[src/rtl/seeg_pkg.sv]
// Shared definitions for the seeg host register bank.
//   - register map addresses and CTRL/STATUS bit positions
//   - pulse stretcher counter width and FSM state type
//   - stim configuration record (one copy is the shadow set, one the active set)
//   - reset value and validation helpers for that record
package seeg_pkg;

  localparam int unsigned PULSE_CNT_W      = 8;
  localparam int unsigned REG_ADDR_W       = 5;
  localparam logic [1:0]  ZCHECK_SCALE_RST = 2'b11;

  // Register map
  localparam logic [REG_ADDR_W-1:0] A_CTRL          = 5'h00;
  localparam logic [REG_ADDR_W-1:0] A_PULSE_LEN     = 5'h01;
  localparam logic [REG_ADDR_W-1:0] A_MAGNITUDE     = 5'h02;
  localparam logic [REG_ADDR_W-1:0] A_INTER_BIPULSE = 5'h03;
  localparam logic [REG_ADDR_W-1:0] A_INTER_PULSE   = 5'h04;
  localparam logic [REG_ADDR_W-1:0] A_INTER_TRAIN   = 5'h05;
  localparam logic [REG_ADDR_W-1:0] A_BIPULSES      = 5'h06;
  localparam logic [REG_ADDR_W-1:0] A_TRAIN_CNT     = 5'h07;
  localparam logic [REG_ADDR_W-1:0] A_CHARGE_REC    = 5'h08;
  localparam logic [REG_ADDR_W-1:0] A_MODE          = 5'h09;
  localparam logic [REG_ADDR_W-1:0] A_MASK_POS      = 5'h0A;
  localparam logic [REG_ADDR_W-1:0] A_MASK_NEG      = 5'h0B;
  localparam logic [REG_ADDR_W-1:0] A_STEP_SIZE     = 5'h0C;
  localparam logic [REG_ADDR_W-1:0] A_PROBE_SEL     = 5'h0D;
  localparam logic [REG_ADDR_W-1:0] A_STATUS        = 5'h0E;

  // CTRL strobe bits
  localparam int unsigned CTRL_REC_START = 0;
  localparam int unsigned CTRL_REC_STOP  = 1;
  localparam int unsigned CTRL_ZCHECK    = 2;
  localparam int unsigned CTRL_FIN_START = 3;
  localparam int unsigned CTRL_INF_START = 4;
  localparam int unsigned CTRL_INF_STOP  = 5;
  localparam int unsigned CTRL_COMMIT    = 6;
  localparam int unsigned CTRL_CLR_ERR   = 7;

  // STATUS bits
  localparam int unsigned ST_STIM_BUSY      = 0;
  localparam int unsigned ST_ERR_GATE       = 1;
  localparam int unsigned ST_ERR_CFG        = 2;
  localparam int unsigned ST_CFG_VALID      = 3;
  localparam int unsigned ST_COMMIT_PENDING = 4;

  typedef enum logic {
    PS_IDLE,
    PS_HIGH
  } pulse_state_e;

  typedef struct packed {
    logic [15:0] pulse_len;
    logic [7:0]  magnitude;
    logic [15:0] inter_bipulse;
    logic [15:0] inter_pulse;
    logic [15:0] inter_train;
    logic [15:0] bipulses;
    logic [15:0] train_cnt;
    logic [15:0] charge_rec;
    logic        loopback;
    logic        bipolar;
    logic        rising_first;
    logic [1:0]  zcheck_scale;
    logic [15:0] mask_pos;
    logic [15:0] mask_neg;
    logic [15:0] step_size;
    logic [15:0] probe_sel;
  } stim_cfg_t;

  function automatic stim_cfg_t cfg_reset_value();
    stim_cfg_t c;
    c              = '0;
    c.zcheck_scale = ZCHECK_SCALE_RST;
    return c;
  endfunction

  // A bipolar configuration must not drive one channel on both polarities.
  function automatic logic cfg_is_valid(input stim_cfg_t c);
    logic ok;
    ok = (c.pulse_len != '0) && (c.bipulses != '0) && (c.train_cnt != '0) &&
         (c.mask_pos != '0) && !(c.bipolar && ((c.mask_pos & c.mask_neg) != '0));
    return ok;
  endfunction

endpackage

[src/rtl/seeg_pulse_stretch.sv]
// Turns a single-cycle strobe into a PULSE_CYCLES-wide registered pulse.
//   clk_i    : system clock
//   rst_i    : asynchronous reset, active-high
//   strobe_i : single-cycle request; a strobe while high restarts the width
//   pulse_o  : registered pulse, high for PULSE_CYCLES cycles after the strobe
module seeg_pulse_stretch
  import seeg_pkg::*;
#(
  parameter int unsigned PULSE_CYCLES = 16
) (
  input  logic clk_i,
  input  logic rst_i,
  input  logic strobe_i,
  output logic pulse_o
);

  localparam logic [PULSE_CNT_W-1:0] LOAD = PULSE_CNT_W'(PULSE_CYCLES);

  pulse_state_e           state_q;
  logic [PULSE_CNT_W-1:0] cnt_q;
  logic                   pulse_q;

  // The counter holds the number of high cycles remaining including the
  // current one, so the output drops on the edge that would reach zero.
  always_ff @(posedge clk_i or posedge rst_i) begin
    if (rst_i) begin
      state_q <= PS_IDLE;
      cnt_q   <= '0;
      pulse_q <= 1'b0;
    end else begin
      case (state_q)
        PS_IDLE: begin
          if (strobe_i) begin
            state_q <= PS_HIGH;
            cnt_q   <= LOAD;
            pulse_q <= 1'b1;
          end
        end
        PS_HIGH: begin
          if (strobe_i) begin
            cnt_q <= LOAD;
          end else if (cnt_q <= 8'd1) begin
            state_q <= PS_IDLE;
            cnt_q   <= '0;
            pulse_q <= 1'b0;
          end else begin
            cnt_q <= cnt_q - 8'd1;
          end
        end
        default: begin
          state_q <= PS_IDLE;
          cnt_q   <= '0;
          pulse_q <= 1'b0;
        end
      endcase
    end
  end

  assign pulse_o = pulse_q;

endmodule

[src/rtl/seeg_ctrl_regs.sv]
// Host register bank in front of seeg.
//   Host bus : wr_en/rd_en/addr/wdata in, rdata/rd_valid out (1-cycle read latency)
//   stim_busy: seeg stim engine running; blocks starts and defers commits
//   Pulses   : record_start/stop, zcheck_start, stim finite/infinite start, infinite stop
//   Active   : stim_* / loopback_mode / zcheck_scale configuration driving seeg
//   cfg_valid: a validated configuration has been made active since reset
// The host edits a shadow set, then COMMIT validates it and copies it
// atomically to the active set (deferred while stim_busy is high).
module seeg_ctrl_regs
  import seeg_pkg::*;
#(
  parameter int unsigned PULSE_CYCLES = 16,
  parameter int unsigned ADDR_W       = 5
) (
  input  logic              clk,
  input  logic              rst,
  input  logic              wr_en,
  input  logic              rd_en,
  input  logic [ADDR_W-1:0] addr,
  input  logic [15:0]       wdata,
  output logic [15:0]       rdata,
  output logic              rd_valid,
  input  logic              stim_busy,
  output logic              record_start,
  output logic              record_stop,
  output logic              zcheck_start,
  output logic              stim_finite_mode_start,
  output logic              stim_infinite_mode_start,
  output logic              stim_infinite_mode_stop,
  output logic [15:0]       stim_pulse_length,
  output logic [15:0]       stim_inter_bipulse_delay,
  output logic [15:0]       stim_inter_pulse_delay,
  output logic [15:0]       stim_inter_train_delay,
  output logic [15:0]       stim_bipulses_per_train_count,
  output logic [15:0]       stim_train_count,
  output logic [15:0]       stim_charge_recovery_time,
  output logic [15:0]       stim_current_step_size,
  output logic [15:0]       stim_mask_channel_positive,
  output logic [15:0]       stim_mask_channel_negative,
  output logic [15:0]       stim_mask_probe_select,
  output logic [7:0]        stim_pulse_magnitude,
  output logic              stim_rising_edge_first,
  output logic              stim_bipolar_mode,
  output logic              loopback_mode,
  output logic [1:0]        zcheck_scale,
  output logic              cfg_valid
);

  stim_cfg_t   shadow_q, shadow_d;
  stim_cfg_t   active_q, active_d;
  logic        cfg_valid_q, cfg_valid_d;
  logic        pending_q, pending_d;
  logic        err_cfg_q, err_cfg_d;
  logic        err_gate_q, err_gate_d;
  logic [15:0] rdata_q;
  logic        rd_valid_q;

  logic [7:0]  strb;
  logic        shadow_ok;
  logic        copy_now;
  logic        gate_ok;
  logic        start_conflict;
  logic        inf_start_req;
  logic [5:0]  go;
  logic [5:0]  pulse;
  logic [15:0] rd_mux;
  logic [15:0] status;

  assign strb      = (wr_en && (addr == A_CTRL)) ? wdata[7:0] : '0;
  assign shadow_ok = cfg_is_valid(shadow_q);

  // Shadow register writes
  always_comb begin
    shadow_d = shadow_q;
    if (wr_en) begin
      case (addr)
        A_PULSE_LEN:     shadow_d.pulse_len     = wdata;
        A_MAGNITUDE:     shadow_d.magnitude     = wdata[7:0];
        A_INTER_BIPULSE: shadow_d.inter_bipulse = wdata;
        A_INTER_PULSE:   shadow_d.inter_pulse   = wdata;
        A_INTER_TRAIN:   shadow_d.inter_train   = wdata;
        A_BIPULSES:      shadow_d.bipulses      = wdata;
        A_TRAIN_CNT:     shadow_d.train_cnt     = wdata;
        A_CHARGE_REC:    shadow_d.charge_rec    = wdata;
        A_MODE: begin
          shadow_d.loopback     = wdata[4];
          shadow_d.bipolar      = wdata[3];
          shadow_d.rising_first = wdata[2];
          shadow_d.zcheck_scale = wdata[1:0];
        end
        A_MASK_POS:      shadow_d.mask_pos      = wdata;
        A_MASK_NEG:      shadow_d.mask_neg      = wdata;
        A_STEP_SIZE:     shadow_d.step_size     = wdata;
        A_PROBE_SEL:     shadow_d.probe_sel     = wdata;
        default:         shadow_d = shadow_q;
      endcase
    end
  end

  // Commit, gating and error flags. Commit is resolved first so that starts
  // in the same CTRL write see the post-commit cfg_valid / pending state.
  always_comb begin
    active_d       = active_q;
    cfg_valid_d    = cfg_valid_q;
    pending_d      = pending_q;
    err_cfg_d      = strb[CTRL_CLR_ERR] ? 1'b0 : err_cfg_q;
    err_gate_d     = strb[CTRL_CLR_ERR] ? 1'b0 : err_gate_q;
    copy_now       = 1'b0;

    if (pending_q && !stim_busy) begin
      copy_now  = 1'b1;
      pending_d = 1'b0;
    end

    if (strb[CTRL_COMMIT]) begin
      if (!shadow_ok) begin
        err_cfg_d = 1'b1;
      end else if (stim_busy) begin
        pending_d = 1'b1;
      end else begin
        copy_now = 1'b1;
      end
    end

    if (copy_now) begin
      active_d    = shadow_q;
      cfg_valid_d = 1'b1;
    end

    gate_ok        = cfg_valid_d && !stim_busy && !pending_d;
    start_conflict = strb[CTRL_FIN_START] && strb[CTRL_INF_START];
    inf_start_req  = strb[CTRL_INF_START] && !strb[CTRL_INF_STOP];

    if (start_conflict ||
        (strb[CTRL_FIN_START] && !gate_ok) ||
        (inf_start_req && !gate_ok)) begin
      err_gate_d = 1'b1;
    end

    go                 = '0;
    go[CTRL_REC_START] = strb[CTRL_REC_START] && !strb[CTRL_REC_STOP];
    go[CTRL_REC_STOP]  = strb[CTRL_REC_STOP];
    go[CTRL_ZCHECK]    = strb[CTRL_ZCHECK];
    go[CTRL_FIN_START] = strb[CTRL_FIN_START] && !start_conflict && gate_ok;
    go[CTRL_INF_START] = inf_start_req && !start_conflict && gate_ok;
    go[CTRL_INF_STOP]  = strb[CTRL_INF_STOP];
  end

  // Read mux
  always_comb begin
    status                    = '0;
    status[ST_STIM_BUSY]      = stim_busy;
    status[ST_ERR_GATE]       = err_gate_q;
    status[ST_ERR_CFG]        = err_cfg_q;
    status[ST_CFG_VALID]      = cfg_valid_q;
    status[ST_COMMIT_PENDING] = pending_q;

    rd_mux = '0;
    case (addr)
      A_PULSE_LEN:     rd_mux = shadow_q.pulse_len;
      A_MAGNITUDE:     rd_mux = {8'h00, shadow_q.magnitude};
      A_INTER_BIPULSE: rd_mux = shadow_q.inter_bipulse;
      A_INTER_PULSE:   rd_mux = shadow_q.inter_pulse;
      A_INTER_TRAIN:   rd_mux = shadow_q.inter_train;
      A_BIPULSES:      rd_mux = shadow_q.bipulses;
      A_TRAIN_CNT:     rd_mux = shadow_q.train_cnt;
      A_CHARGE_REC:    rd_mux = shadow_q.charge_rec;
      A_MODE:          rd_mux = {11'h000, shadow_q.loopback, shadow_q.bipolar,
                                 shadow_q.rising_first, shadow_q.zcheck_scale};
      A_MASK_POS:      rd_mux = shadow_q.mask_pos;
      A_MASK_NEG:      rd_mux = shadow_q.mask_neg;
      A_STEP_SIZE:     rd_mux = shadow_q.step_size;
      A_PROBE_SEL:     rd_mux = shadow_q.probe_sel;
      A_STATUS:        rd_mux = status;
      default:         rd_mux = '0;
    endcase
  end

  always_ff @(posedge clk or posedge rst) begin
    if (rst) begin
      shadow_q    <= cfg_reset_value();
      active_q    <= cfg_reset_value();
      cfg_valid_q <= 1'b0;
      pending_q   <= 1'b0;
      err_cfg_q   <= 1'b0;
      err_gate_q  <= 1'b0;
      rdata_q     <= '0;
      rd_valid_q  <= 1'b0;
    end else begin
      shadow_q    <= shadow_d;
      active_q    <= active_d;
      cfg_valid_q <= cfg_valid_d;
      pending_q   <= pending_d;
      err_cfg_q   <= err_cfg_d;
      err_gate_q  <= err_gate_d;
      rd_valid_q  <= rd_en;
      if (rd_en) begin
        rdata_q <= rd_mux;
      end
    end
  end

  for (genvar g = 0; g < 6; g++) begin : g_pulse
    seeg_pulse_stretch #(
      .PULSE_CYCLES(PULSE_CYCLES)
    ) u_stretch (
      .clk_i   (clk),
      .rst_i   (rst),
      .strobe_i(go[g]),
      .pulse_o (pulse[g])
    );
  end

  assign record_start             = pulse[CTRL_REC_START];
  assign record_stop              = pulse[CTRL_REC_STOP];
  assign zcheck_start             = pulse[CTRL_ZCHECK];
  assign stim_finite_mode_start   = pulse[CTRL_FIN_START];
  assign stim_infinite_mode_start = pulse[CTRL_INF_START];
  assign stim_infinite_mode_stop  = pulse[CTRL_INF_STOP];

  assign stim_pulse_length             = active_q.pulse_len;
  assign stim_pulse_magnitude          = active_q.magnitude;
  assign stim_inter_bipulse_delay      = active_q.inter_bipulse;
  assign stim_inter_pulse_delay        = active_q.inter_pulse;
  assign stim_inter_train_delay        = active_q.inter_train;
  assign stim_bipulses_per_train_count = active_q.bipulses;
  assign stim_train_count              = active_q.train_cnt;
  assign stim_charge_recovery_time     = active_q.charge_rec;
  assign loopback_mode                 = active_q.loopback;
  assign stim_bipolar_mode             = active_q.bipolar;
  assign stim_rising_edge_first        = active_q.rising_first;
  assign zcheck_scale                  = active_q.zcheck_scale;
  assign stim_mask_channel_positive    = active_q.mask_pos;
  assign stim_mask_channel_negative    = active_q.mask_neg;
  assign stim_current_step_size        = active_q.step_size;
  assign stim_mask_probe_select        = active_q.probe_sel;

  assign cfg_valid = cfg_valid_q;
  assign rdata     = rdata_q;
  assign rd_valid  = rd_valid_q;

endmodule
[config.mk]
export PLATFORM = sky130hd
export DESIGN_NAME = seeg_ctrl_regs
export DESIGN_NICKNAME = d
export VERILOG_FILES = /design/src/rtl/seeg_pkg.sv /design/src/rtl/seeg_pulse_stretch.sv /design/src/rtl/seeg_ctrl_regs.sv
export SDC_FILE = /design/constraint.sdc
export NUM_CORES = 1
export LEC_CHECK = 0
export BUFFER_PORTS_ARGS = -buffer_cell sky130_fd_sc_hd__buf_2
export CELL_PAD_IN_SITES_DETAIL_PLACEMENT = 0
export CELL_PAD_IN_SITES_GLOBAL_PLACEMENT = 1
export CORE_ASPECT_RATIO = 0.5
export CORE_MARGIN = 8
export CORE_UTILIZATION = 52
export DETAILED_ROUTE_END_ITERATION = 12
export PLACE_DENSITY = 0.88
export SLEW_MARGIN = 30
export SYNTH_ARGS = -nofsm -noshare
export SYNTH_HDL_FRONTEND = slang
export SYNTH_SLANG_ARGS = --single-unit
[constraint.sdc]
create_clock -name clk -period 40.2 [get_ports clk]
set_input_delay 0 -clock clk [delete_from_list [all_inputs] [get_ports clk]]
set_output_delay 0 -clock clk [all_outputs]
set_load 0.005 [all_outputs]
After elaboration in Yosys (flattened, before gate mapping) --
Cells that the tools add are included.
Cells by class: add/subtract/negate cells 6, $lt $le $gt $ge 6, equal/unequal tests 32, mux-type cells 88, bitwise operators 7, reduce and logical (&&, ||, !) cells 53
Operator list (number):
- 16-bit case mux with 14 select lines | 1
- 8-bit 2-to-1 mux | 19
- 8-bit case mux with 2 select lines | 6
- 16-bit nonzero test | 5
- 1-bit 2-to-1 mux | 50
- 8-bit by 1-bit less-or-equal comparator with 1-bit output, second input constant | 6
- 8-bit by 1-bit subtractor with 8-bit output, second input constant | 6
- 5-bit by 4-bit == test with 1-bit output, second input constant | 7
- 2-bit != test, second input constant | 15
- 2-bit AND reduction | 13
- 1-bit case mux with 2 select lines | 12
- 5-bit by 3-bit == test with 1-bit output, second input constant | 4
- 1-bit logical AND | 18
- 3-bit AND reduction | 6
- 16-bit AND | 1
- 5-bit by 2-bit == test with 1-bit output, second input constant | 2
- 1-bit zero test | 7
- 2-bit by 1-bit != test with 1-bit output, second input constant | 3
- 1-bit inverter | 6
- 5-bit by 1-bit == test with 1-bit output, second input constant | 1
- 5-bit zero test | 1
- 1-bit logical OR | 2
- 2-bit nonzero test | 1
Storage, ports and cells: flip-flop bits (word level) 459, input bits 26, output and inout port bits 213, logic and storage cells 248

Depth between registers and ports, before layout --
Gate-level depths: netlist of run 1.
depth in word-level cells 15, gate-level depth with buffers 12, mapped depth without buffers 11

Hierarchy --
A second synthesis of run 1 with hierarchy kept.
Second synthesis, totals: cells, all modules 2332, area, all modules 26137.6 um2
Modules (own cells, without submodules):
- seeg_ctrl_regs | instances 1, cells each 2002, area each 22932.0 um2, seq. area each 9989.6 um2
- seeg_pulse_stretch | instances 6, cells each 55, area each 534.3 um2, seq. area each 250.2 um2

Worst setup path after synthesis of run 1 --
OpenSTA, ideal clock, no wires.
kind register -> register, start point reg shadow_q[48] in the netlist's numbering, end point reg g_pulse[4].u_stretch.cnt_q[5], setup time 0.066 ns, arrival time 2.439 ns, slack 37.695 ns, cell stages (with the launch flop) 10, path buffers 0, clock period less this slack 2.505 ns, cell sequence dfrtp_1 a22o_1 a221oi_1 nand4_1 a211oi_2 o21ai_0 ha_1 or3_1 nor4_1 a221o_1
On the way: longest elaborated chain between the ends 13
Ends and longest elaborated chain:
- start: declaration | RTL line seeg_ctrl_regs.sv:49 | stim_cfg_t shadow_q, shadow_d;
- start signal: assignment | RTL line seeg_ctrl_regs.sv:181 | shadow_q <= cfg_reset_value();
- start signal: assignment | RTL line seeg_ctrl_regs.sv:190 | shadow_q <= shadow_d;
- 16-bit AND | RTL line seeg_pkg.sv:81 | (c.mask_pos != '0) && !(c.bipolar && ((c.mask_pos & c.mask_neg) != '0));
- 16-bit nonzero test | RTL line seeg_pkg.sv:81
- 1-bit logical AND | RTL line seeg_pkg.sv:81
- 1-bit zero test | RTL line seeg_pkg.sv:81
- 1-bit logical AND (*) | RTL line seeg_pkg.sv:81
- 1-bit 2-to-1 mux | RTL line seeg_ctrl_regs.sv:116 | if (!shadow_ok) begin
- 1-bit 2-to-1 mux | RTL line seeg_ctrl_regs.sv:115 | if (strb[CTRL_COMMIT]) begin
- 1-bit 2-to-1 mux | RTL line seeg_ctrl_regs.sv:125 | if (copy_now) begin
- 1-bit logical AND | RTL line seeg_ctrl_regs.sv:130 | gate_ok = cfg_valid_d && !stim_busy && !pending_d;
- 1-bit logical AND (*) | RTL line seeg_ctrl_regs.sv:130
- 1-bit logical AND (*) | RTL line seeg_ctrl_regs.sv:145 | go[CTRL_INF_START] = inf_start_req && !start_conflict && gate_ok;
- 8-bit 2-to-1 mux | RTL line seeg_pulse_stretch.sv:40 | if (strobe_i) begin
- 8-bit case mux with 2 select lines | RTL line seeg_pulse_stretch.sv:31 | case (state_q)
- end signal: assignment | RTL line seeg_pulse_stretch.sv:47 | cnt_q <= cnt_q - 8'd1;
- end: declaration | RTL line seeg_pulse_stretch.sv:20 | logic [PULSE_CNT_W-1:0] cnt_q;
Mark *: on every way between the ends. The rest lies on a longest branch, timed or not. A chain may end at the register's enable or synchronous reset.

Final worst setup path of run 1 --
start point reg shadow_q[184] in the netlist's numbering, end point reg active_q, in the netlist stim_bipulses_per_train_count[14]
On the way: longest elaborated chain between the ends 7
Ends and longest elaborated chain:
- 16-bit nonzero test | RTL line seeg_pkg.sv:80 | ok = (c.pulse_len != '0) && (c.bipulses != '0) && (c.train_cnt != '0) &&
- 1-bit logical AND (3 in a row) | RTL line seeg_pkg.sv:80
- 1-bit logical AND | RTL line seeg_pkg.sv:81
- 1-bit 2-to-1 mux | RTL line seeg_ctrl_regs.sv:116
- 1-bit 2-to-1 mux | RTL line seeg_ctrl_regs.sv:115
- end signal: assignment | RTL line seeg_ctrl_regs.sv:182 | active_q <= cfg_reset_value();
- end signal: assignment | RTL line seeg_ctrl_regs.sv:191 | active_q <= active_d;
- end: declaration | RTL line seeg_ctrl_regs.sv:50 | stim_cfg_t active_q, active_d;
No other way between the ends.

==> results.ini, run 1 <==
[floorplanning]
std_cell_rows = 50
core-area_um2 = 37500
boundaryPins = 239
die_h_um = 154
floorplan.die.width_um = 293
effective_utilization_at_floorplan = 0.530
die_area_um2 = 45200

[grt]
grt_max_degree = 135
grt_use_met3 = 0.0466
overflow = 0
groute.usage.overall = 0.234
first_global_vias = 13659
global_route.peak_usage_layer = met2
gr-usage-met1 = 0.308
global_route.usage.met2 = 0.388
wire_length_of_the_first_global_routing_pass_um = 83700
grt_antenna_before_repair = 3

[sta]
timing.final.max_slew_violations = 0
hold_violations = 0
fin_tns_setup_ns = 0
grt_setup_unrepaired = no
post-route-worst-setup-slack_ns = 35.84
setup_failing_eps_final = 0
clock_skew_ns = 0.00952
finalCriticalPeriod_ns = 4.36
timing.final.crit_share = 0.109
achievable-frequency_mhz = 229
tightestPinTransition_ns = 1.06
slew-limit-headroom = 0.291

[critical_path]
max_stage_delay_ns = 0.84
r2r_end = stim_bipulses_per_train_count[14]
critical_path.slowest_cell = sky130_fd_sc_hd__buf_4
worst_path_arrival_time_ns = 4.79
worst_ep_required_time_ns = 40.63
crit_path_cell_trace = nor4_1, nand4_1, nand4_1, a211oi_2, nor2_1, or2_4, buf_4, buf_4, mux2_2
setup.worst_path.class = reg2reg
r2r_cells = 9
worst_setup_path_end_kind = flop
critical-path-top-delay-family = simple AND/OR/NAND/NOR gates
crit_path_start_kind = flop
worst-path-max-fanout = 54
rr_startpoint = shadow_q[184]
critical_path_buf_inv_count = 2
ff2ff_setup_slack_ns = 35.84

[finish]
stdcell_count = 2235
final_nets = 1750
commonest_non_fill_non_tap_cell_in_the_layout = sky130_fd_sc_hd__dfrtp_1
area.sequential_um2 = 11500
fillCellCount = 2848
post_route_cells_drive_above_1_share = 0.417
area_growth_syn_to_layout_pct = 15.9
layout.cells.most_common_list = 455 x sky130_fd_sc_hd__dfrtp_1, 280 x sky130_fd_sc_hd__mux2_2, 238 x sky130_fd_sc_hd__buf_2, 99 x sky130_fd_sc_hd__mux2_4, 74 x sky130_fd_sc_hd__nand2_1
multiInputGateArea_um2 = 7910

[synthesis]
yosys.cell_types.count = 57
yosysSeqAreaShare = 0.577
yosysWarnings = 0
synthTopCellsByArea = sky130_fd_sc_hd__dfrtp_1 57%, sky130_fd_sc_hd__mux2_2 16%, sky130_fd_sc_hd__mux2_4 7.5%
synthDominantAreaCellType = sky130_fd_sc_hd__dfrtp_1
synth.ff_latch_count = 459
synthesis.nets = 1511
synth-async-reset-ratio = 1.00
postSynthCellCount = 1470
synthFlopType = sky130_fd_sc_hd__dfrtp_1
post_synth.cell_area_avg_um2 = 13.5
synthDominantCellAreaShare = 0.572
synthesis.area_um2 = 19900
synth-edff-count = 0

[place]
gp_routability_congestion = 0.871
dp_cells = 2142
worst_case_setup_slack_after_placement_ns = 36.00
port_buffers = 238
hpwl_um = 36600

[clock_tree]
path_clk_slew_ns = 0.07
total_of_cells_resized_after_clock_tree_synthesis = 0
cts_setup_buffers = 0
cts_sinks = 459
tritoncts.num_buffers = 41
cts.hold.buffers_added = 18
clkLatencyLatePin_ns = 0.54
clock_tree_from_tritoncts = done
cts_htree_levels = 2
cts.path.max_buffers = 3
cts_root_buf = sky130_fd_sc_hd__clkbuf_16

[route]
route.final.wire_length_um = 53800
count_of_antenna_violating_nets_left_after_detailed_routing = 0
drt_first_pass_iters = 5
route.detailed.drc = 0
detail_route.wl_per_cell_um = 24.0
route.vias.total = 13226
drt_iter0_markers = 1115
detail_route.vias_per_cell = 5.92

[pwr]
power.density_cell_area_nw_per_um2 = 53.9
finalPower_mw = 1.24
irDropWorstVdd_uv = 27.2
leakage_nw = 11.8

[run_status]
outcome = completed

[hold_path]
whs_path_depth = 2
hold_class = in2reg
worst_hold_path.endpoint = shadow_q[64]
hp-start = wdata[0]

[job]
maxCapViolations = 0

area by class of cell:
cell class              count  area share
flip-flops and latches    459       0.498
diodes                      3    0.000326
repair buffers            276      0.0665
inverters                  36     0.00640
clock buffers              57      0.0519
multi-input cells         895       0.343
well taps                 494      0.0268
clock inverters            15     0.00678
state kept, by name, indices dropped and copies added, names as in the netlist, 6 cells and up:
register,flops
stim_bipulses_per_train_count,16
stim_inter_pulse_delay,16
stim_charge_recovery_time,16
g_pulse.u_stretch.cnt_q,48
stim_mask_channel_positive,16
stim_mask_channel_negative,16
shadow_q,189
stim_mask_probe_select,16
g_pulse.u_stretch.state_q,6
stim_inter_bipulse_delay,16
g_pulse.u_stretch.pulse_o,6
rdata,16
stim_inter_train_delay,16
stim_pulse_length,16
stim_train_count,16
stim_pulse_magnitude,8
stim_current_step_size,16
synthesized netlist by cell type (13+ instances only):
library cell	count
sky130_fd_sc_hd__a22oi_1	48
sky130_fd_sc_hd__nor2_1	40
sky130_fd_sc_hd__mux2_2	280
sky130_fd_sc_hd__clkbuf_1	54
sky130_fd_sc_hd__ha_1	15
sky130_fd_sc_hd__inv_1	36
sky130_fd_sc_hd__nor4_1	22
sky130_fd_sc_hd__buf_2	13
sky130_fd_sc_hd__nand3_1	23
sky130_fd_sc_hd__o22ai_1	26
sky130_fd_sc_hd__mux2_4	99
sky130_fd_sc_hd__nor3_1	24
sky130_fd_sc_hd__a21oi_1	27
sky130_fd_sc_hd__o21ai_0	50
sky130_fd_sc_hd__dfrtp_1	455
sky130_fd_sc_hd__nand2_1	77
sky130_fd_sc_hd__mux2i_1	24
per-stage QoR:
step           hold slack, ns  cell area (µm²)   util
6_report               0.0173            23100  0.614
5_1_grt               0.00254            23100  0.614
2_1_floorplan          0.0314            19900      -
3_5_place_dp            0.269            21500  0.573
4_1_cts               0.00320            23000  0.614
3_3_place_gp            0.267            21500  0.572
how the worst max path moves through the flow:
stage,cells after the start,startpoint,slack [ns],endpoint
4_1_cts,9,shadow_q[184],35.97,stim_bipulses_per_train_count[14]
3_3_place_gp,9,shadow_q[173],36.05,stim_inter_pulse_delay[14]
3_5_place_dp,9,shadow_q[184],36.00,stim_bipulses_per_train_count[14]
2_1_floorplan,1,rst,27.41,cfg_valid
5_1_grt,9,shadow_q[96],35.70,stim_current_step_size[15]
6_report,9,shadow_q[184],35.84,stim_bipulses_per_train_count[14]
power by group:
part	total, mW	internal [mW]	switching [mW]
registers	0.619	0.541	0.0776
clock network	0.402	0.227	0.174
logic	0.222	0.111	0.111
logic make-up (layout without fill, tap and decap cells):
logic type	after synthesis	count (layout)	share of synthesized area
AOI/OAI and AO/OA	221	221	0.0754
xor gates and xnor gates	9	9	0.00396
adders and majority gates	15	15	0.00943
buffers and inverters	116	384	0.0268
DFF	459	459	0.577
muxes	403	403	0.245
other	0	3	0
and+or+nand+nor	247	247	0.0617
layer usage:
metal | vias up | wire length (µm)
li1 | 5855 | -
met1 | 6825 | 22300
met2 | 441 | 26300
met3 | 105 | 3480
met4 | 0 | 1740
met5 | - | 0
Power figures use the tool's default switching activity.
==> inputs of run 2 (changes only) <==
Settings changed: ABC_AREA set to 1, CORE_UTILIZATION 52 to 40, PLACE_DENSITY 0.88 to 0.78.
Clock period 40.2 ns to 3.9 ns, I/O delays scaled along.
==> run 2 against run 1 <==
  * Critical endpoint is now g_pulse[4].u_stretch.cnt_q[3]
  * Die area grew 29%
  * First-iteration DRC count grew 43%
  * Largest cell class unchanged
  * Area after synthesis increased by 1.4%
  * Global-route usage shrank 1.8 points
==> results.ini, run 2 <==
[sta]
finalCriticalPeriod_ns = 2.87
fin_worst_hold_slack_ns = 0.0325
fin_tns_setup_ns = 0
timing.final.max_slew_violations = 0
clock_skew_ns = 0.0290
timing.final.crit_share = 0.736
slew-limit-headroom = 0.360
setup_failing_eps_final = 0
hold_violations = 0
grt_setup_unrepaired = no
achievable-frequency_mhz = 349
tightestPinTransition_ns = 0.952

[critical_path]
worst-path-max-fanout = 10
worst_path_arrival_time_ns = 3.36
worst_ep_required_time_ns = 4.39
setup.worst_path.class = reg2reg
worst_setup_path_end_kind = flop
critical_path.slowest_cell = sky130_fd_sc_hd__dfrtp_1
crit_path_start_kind = flop
max_stage_delay_ns = 0.42
crit_path_cell_trace = nor2_1, nand2_1, nor2_1, nand2_1, nand2_1, nor2_1, nand3_2, a31oi_2, nand2_2, ha_1, inv_1, nand3_1, nor3_1, nand2_1, nand2_1
cell_occurring_most_often_along_the_worst_timing_path = sky130_fd_sc_hd__nand2_1

[pwr]
leakage_nw = 11.9
irDropWorstVdd_uv = 296
power.density_cell_area_nw_per_um2 = 582

[synthesis]
synthDominantAreaCellType = sky130_fd_sc_hd__dfrtp_1
yosysWarnings = 0
yosys.cell_types.count = 41
post_synth_most_frequent_cells = 642 x sky130_fd_sc_hd__nand2_1, 455 x sky130_fd_sc_hd__dfrtp_1, 234 x sky130_fd_sc_hd__o21ai_0
synthDominantCellAreaShare = 0.564
synthTopCellsByArea = sky130_fd_sc_hd__dfrtp_1 56%, sky130_fd_sc_hd__nand2_1 12%, sky130_fd_sc_hd__o21ai_0 5.8%
synth.most_common_cell = sky130_fd_sc_hd__nand2_1
postSynthCellCount = 2226
post_synth_mux_area_share = 0
yosysSeqAreaShare = 0.569
synth-edff-count = 0
synthesized_area_fraction_occupied_by_ao_oa_aoi_and_oai_cells = 0.158
synthesis.nets = 2267
synth-async-reset-ratio = 1.00
synth_adder_area_share = 0.00930
synthFlopType = sky130_fd_sc_hd__dfrtp_1
synth_top_family_by_area = simple AND/OR/NAND/NOR gates
synth_simple_gate_area_share = 0.176
synthesis.area_um2 = 20200
post_synth.cell_area_avg_um2 = 9.07
post_synth_xor_area_fraction = 0.0108
synth.ff_latch_count = 459

[floorplanning]
die_area_um2 = 58300
core-area_um2 = 50100
std_cell_rows = 58
die_h_um = 175
effective_utilization_at_floorplan = 0.403
floorplan.die.width_um = 334
boundaryPins = 239

[place]
port_buffers = 238
hpwl_um = 46400
gp_routability_congestion = 0.929

[route]
drt_iter0_markers = 1592
route.vias.total = 16260
drt_first_pass_iters = 6
detail_route.vias_per_cell = 5.19
count_of_antenna_violating_nets_left_after_detailed_routing = 0
route.final.wire_length_um = 64900
detail_route.wl_per_cell_um = 20.7
route.detailed.drc = 0

[grt]
groute.usage.overall = 0.216
grt_max_degree = 126
first_global_vias = 15764
grt_antenna_before_repair = 3
overflow = 0
wire_length_of_the_first_global_routing_pass_um = 97700

[clock_tree]
tritoncts.num_buffers = 44
clock_tree_from_tritoncts = done
cts_setup_buffers = 0
path_clk_slew_ns = 0.06
cts_htree_levels = 2
cts.hold.buffers_added = 12
cts_sinks = 459
cts_root_buf = sky130_fd_sc_hd__clkbuf_16
cts.path.max_buffers = 3
total_of_cells_resized_after_clock_tree_synthesis = 0
clkLatencyLatePin_ns = 0.57

[finish]
final_nets = 2475
fillCellCount = 4857
largest_register_ff_count = 189
regMostFlops = shadow_q
area_growth_syn_to_layout_pct = 16.1
commonest_non_fill_non_tap_cell_in_the_layout = sky130_fd_sc_hd__nand2_1
post_route_cells_drive_above_1_share = 0.200
layout.cells.most_common_list = 640 x sky130_fd_sc_hd__nand2_1, 455 x sky130_fd_sc_hd__dfrtp_1, 238 x sky130_fd_sc_hd__buf_2, 234 x sky130_fd_sc_hd__o21ai_0, 225 x sky130_fd_sc_hd__inv_1
registers_with_the_most_flip_flops = shadow_q (189), g_pulse.u_stretch.cnt_q (48)

[run_status]
outcome = completed

[hold_path]
hold_class = in2reg

[job]
maxCapViolations = 0

[run 2: cell types whose count changed after synthesis, sizes merged, moves of 11 or more]
cell    previous run  this run
nand2             77       647
mux2             379         0
o21ai             51       385
inv               36       228
nor2              40       126
a22oi             48         0
o22ai             26        74
nand3             23        70
mux2i             24         0
buf               26        45
xor2               1        15
clkbuf            54        67
o31ai             11         0
[run 2: final timing paths]
kind / endpoint / cells past startpoint / slack (ns) / from
max: g_pulse[4].u_stretch.cnt_q[3] / 15 / 1.03 / shadow_q[107]
min: shadow_q[147] / 3 / 0.03 / wdata[14]
max reg2reg: g_pulse[4].u_stretch.cnt_q[3] / 15 / 1.03 / shadow_q[107]
min reg2reg: zcheck_scale[1] / 2 / 0.47 / zcheck_scale[1]
max in group asynchronous: g_pulse[3].u_stretch.cnt_q[6] / 4 / 2.60 / rst
min in group asynchronous: stim_train_count[13] / 3 / 0.12 / rst
[run 2: where the power goes]
group / switching (mW) / internal [mW] / leakage [nW] / total [mW]
logic: 1.78 / 1.09 / 5.19 / 2.87
clock network: 1.91 / 2.49 / 0.728 / 4.40
registers: 0.664 / 5.69 / 5.97 / 6.35
total: 4.36 / 9.27 / 11.9 / 13.6
[run 2: metal layers]
| metal | vias to the layer above | track usage | share of wire |
|---|---|---|---|
| met5 | - | 0 | 0 |
| met4 | 0 | 0.0740 | 0.034 |
| met3 | 139 | 0.0600 | 0.084 |
| met2 | 570 | 0.348 | 0.46 |
| met1 | 7912 | 0.280 | 0.42 |
| li1 | 7639 | - | - |
[run 2: logic make-up after synthesis]
logic type               after synthesis
adder cells (fa/ha/maj)               15
AND/OR/NAND/NOR                      883
XOR/XNOR                              25
AO/OA/AOI/OAI                        502
buffers and inverters                342
flip-flops                           459
[run 2: layout make-up]
cell class | count | area, µm² | area share
Multi-Input combinational cell | 1425 | 7180 | 0.306
Tap cell | 660 | 826 | 0.0352
Sequential cell | 459 | 11500 | 0.490
Timing Repair Buffer | 274 | 1590 | 0.0679
Inverter | 230 | 868 | 0.0371
Antenna cell | 4 | 10.0 | 0.000427
Clock buffer | 65 | 1320 | 0.0564
Clock inverter | 16 | 146 | 0.00625
[run 2: metrics by stage]
step | utilization | area, µm² | worst slack [ns] | power, mW | std cells
floorplan | - | 20200 | -2.31 | 8.08 | 2226
global placement | 0.436 | 21800 | 1.20 | 9.24 | 3036
detailed placement | 0.436 | 21800 | 1.20 | 9.30 | 3036
CTS | 0.468 | 23400 | 1.13 | 13.7 | 3129
global route | 0.468 | 23400 | 0.859 | 14.4 | 3131
finish | 0.468 | 23400 | 1.03 | 13.6 | 3133
[run 2: critical path, delay by kind of cell, from the launching register on]
| kind | cells | cell delay [ns] |
|---|---|---|
| AOI/OAI and AO/OA | 1 | 0.29 |
| adders and majority gates | 1 | 0.35 |
| buffers and inverters | 1 | 0.11 |
| DFF | 1 | 0.42 |
| and+or+nand+nor | 12 | 1.61 |
==> inputs of run 3 (changes only) <==
Settings changed: CORE_UTILIZATION 40 to 45, PLACE_DENSITY 0.78 to 0.82.
Clock period 3.9 ns to 2.85 ns, I/O delays scaled along.
==> run 3 against run 2 <==
  * The run now ends with hold timing left
  * Routed wire length decreased by 0.32%
  * Maximum frequency rose by 13%
  * Sequential share of layout area decreased by 0.15 points
  * Critical path depth is 2 lower
  * Count of clock-buffer cells in the layout down 6
  * Cell area increased by 0.30%
  * First-iteration DRC count increased by 21%
  * Clock power rose by 27%
  * Via count is essentially flat
  * Die area is 10% lower
  * Non-clock buffer count rose by 46
  * Register-to-register slack worse by 0.72 ns
  * Critical endpoint is now g_pulse[3].u_stretch.cnt_q[3]
==> results.ini, run 3 (synthesized netlist as in run 2, its figures left out) <==
[critical_path]
setup.worst_path.class = reg2reg
ff2ff_setup_slack_ns = 0.31
r2r_end = g_pulse[3].u_stretch.cnt_q[3]
worst-path-max-fanout = 9
worstSetupStartpoint = shadow_q[107]
rr_startpoint = shadow_q[107]
r2r_cells = 13
timing_endpoint_of_the_critical_path = g_pulse[3].u_stretch.cnt_q[3]
worst_setup_path_end_kind = flop
crit_path_start_kind = flop
worst_path_arrival_time_ns = 2.99
worst_ep_required_time_ns = 3.29

[floorplanning]
die_area_um2 = 52300
floorplan.die.width_um = 316
std_cell_rows = 54
effective_utilization_at_floorplan = 0.460
die_h_um = 166
core-area_um2 = 43900
boundaryPins = 239

[sta]
fin_worst_hold_slack_ns = -0.0240
slew-limit-headroom = 0.455
clock_skew_ns = 0.0216
hold_violations = 1
tightestPinTransition_ns = 0.817
post-route-worst-setup-slack_ns = 0.307
achievable-frequency_mhz = 393
fin_tns_setup_ns = 0
timing.final.max_slew_violations = 0
finalCriticalPeriod_ns = 2.54
grt_setup_unrepaired = no
setup_failing_eps_final = 0
timing.final.crit_share = 0.892

[finish]
post_route_cells_drive_above_1_share = 0.208
area.sequential_um2 = 11500
registers_with_the_most_flip_flops = shadow_q (189), g_pulse.u_stretch.cnt_q (48)
commonest_non_fill_non_tap_cell_in_the_layout = sky130_fd_sc_hd__nand2_1
layout.cells.most_common_list = 642 x sky130_fd_sc_hd__nand2_1, 455 x sky130_fd_sc_hd__dfrtp_1, 238 x sky130_fd_sc_hd__buf_2, 234 x sky130_fd_sc_hd__o21ai_0, 225 x sky130_fd_sc_hd__inv_1
largest_register_ff_count = 189
final_nets = 2519
fillCellCount = 4130
regMostFlops = shadow_q
multiInputGateArea_um2 = 7150
area_growth_syn_to_layout_pct = 16.5

[clock_tree]
cts_root_buf = sky130_fd_sc_hd__clkbuf_16
cts_sinks = 459
path_clk_slew_ns = 0.06
total_of_cells_resized_after_clock_tree_synthesis = 0
clock_tree_from_tritoncts = done
cts.path.max_buffers = 3
clkLatencyLatePin_ns = 0.56
tritoncts.num_buffers = 42
cts_htree_levels = 2
cts_setup_buffers = 0

[route]
count_of_antenna_violating_nets_left_after_detailed_routing = 0
route.detailed.drc = 0
drt_first_pass_iters = 6
detail_route.vias_per_cell = 5.26
drt_iter0_markers = 1931
route.final.wire_length_um = 64700
detail_route.wl_per_cell_um = 20.9
route.vias.total = 16276

[grt]
groute.usage.overall = 0.244
wire_length_of_the_first_global_routing_pass_um = 98800
overflow = 0
grt_max_degree = 82
grt_antenna_before_repair = 3
first_global_vias = 16084

[place]
port_buffers = 238
worst_case_setup_slack_after_placement_ns = 0.380
gp_routability_congestion = 0.926
hpwl_um = 47800

[run_status]
outcome = finished, violations left
violations = hold timing

[job]
maxCapViolations = 0

[pwr]
power.density_cell_area_nw_per_um2 = 775
finalPower_mw = 18.2
leakage_nw = 12.0
irDropWorstVdd_uv = 450

[hold_path]
hold_class = in2reg

==> run 3: cell types whose count changed in the layout (fill, tap and decap cells not counted) <==
cell                            previous run  this run
sky130_fd_sc_hd__buf_4                    16        60
sky130_fd_sc_hd__bufinv_16                 2         1
sky130_fd_sc_hd__clkbuf_1                  9         8
sky130_fd_sc_hd__clkbuf_16                46        43
sky130_fd_sc_hd__clkbuf_8                 10         8
sky130_fd_sc_hd__clkinv_2                 12         9
sky130_fd_sc_hd__clkinv_8                  1         0
sky130_fd_sc_hd__diode_2                   4         2
sky130_fd_sc_hd__dlygate4sd3_1            12        14
sky130_fd_sc_hd__inv_6                     0         1
sky130_fd_sc_hd__nand2_1                 640       642
sky130_fd_sc_hd__nand2_2                   6         4
sky130_fd_sc_hd__nand3_1                  63        67
sky130_fd_sc_hd__nand3_2                   6         2
==> run 3: final cells by class <==
| type | count | share of cell area |
|---|---|---|
| antenna | 2 | 0.000213 |
| clock buffer | 59 | 0.0517 |
| clock inverter | 12 | 0.00399 |
| inverter | 230 | 0.0369 |
| multi-input combinational | 1425 | 0.304 |
| sequential | 459 | 0.489 |
| tap | 588 | 0.0313 |
| timing repair buffer | 320 | 0.0826 |
==> run 3: how the worst min path moves through the flow <==
stage / start / end / cells after the start / slack [ns]
6_report: wdata[0] / g_pulse[0].u_stretch.state_q / 5 / -0.02
2_1_floorplan: rd_en / rd_valid / 0 / 0.03
5_1_grt: wdata[0] / g_pulse[0].u_stretch.state_q / 5 / 0.02
4_1_cts: wdata[12] / shadow_q[185] / 3 / 0.01
3_3_place_gp: rst / shadow_q[122] / 2 / 0.17
3_5_place_dp: rst / shadow_q[122] / 2 / 0.18
==> run 3: metal layers <==
layer | GRT usage | share of wire
met5 | 0 | 0
met4 | 0.0686 | 0.028
met3 | 0.0796 | 0.099
met2 | 0.377 | 0.45
met1 | 0.327 | 0.42
==> run 3: critical path, cell delays in order, from the launching register on <==
cell	delay, ns
sky130_fd_sc_hd__dfrtp_1	0.42
sky130_fd_sc_hd__nor2_1	0.07
sky130_fd_sc_hd__nand2_1	0.06
sky130_fd_sc_hd__nor2_1	0.04
sky130_fd_sc_hd__nand2_1	0.09
sky130_fd_sc_hd__nand2_1	0.16
sky130_fd_sc_hd__nor2_1	0.21
sky130_fd_sc_hd__nand3_2	0.14
sky130_fd_sc_hd__a31oi_2	0.29
sky130_fd_sc_hd__nand2_2	0.09
sky130_fd_sc_hd__dlygate4sd3_1	0.57
sky130_fd_sc_hd__buf_4	0.17
sky130_fd_sc_hd__nand2_1	0.06
sky130_fd_sc_hd__nand2_1	0.04
==> run 3: where the power goes <==
part           internal, mW  leakage, nW  switching (mW)
Clock                  3.06        0.647            2.52
Combinational          1.51         5.39            2.43
Sequential             7.78         5.97           0.908
Total                  12.4         12.0            5.86
==> run 3: repair_timing <==
action                                 in CTS  in global routing
endpoints found under the hold margin      64                  0
hold buffers                               14                  0
setup endpoints to repair                   0                  0
==> run 3: metrics by stage <==
step,area (µm²),util,cells,hold WS [ns]
global route,23500,0.535,3095,0.0151
floorplan,20200,-,2226,0.0314
finish,23500,0.535,3095,-0.0240
detailed placement,22100,0.502,3008,0.180
global placement,22100,0.502,3008,0.172
CTS,23500,0.535,3093,0.0105
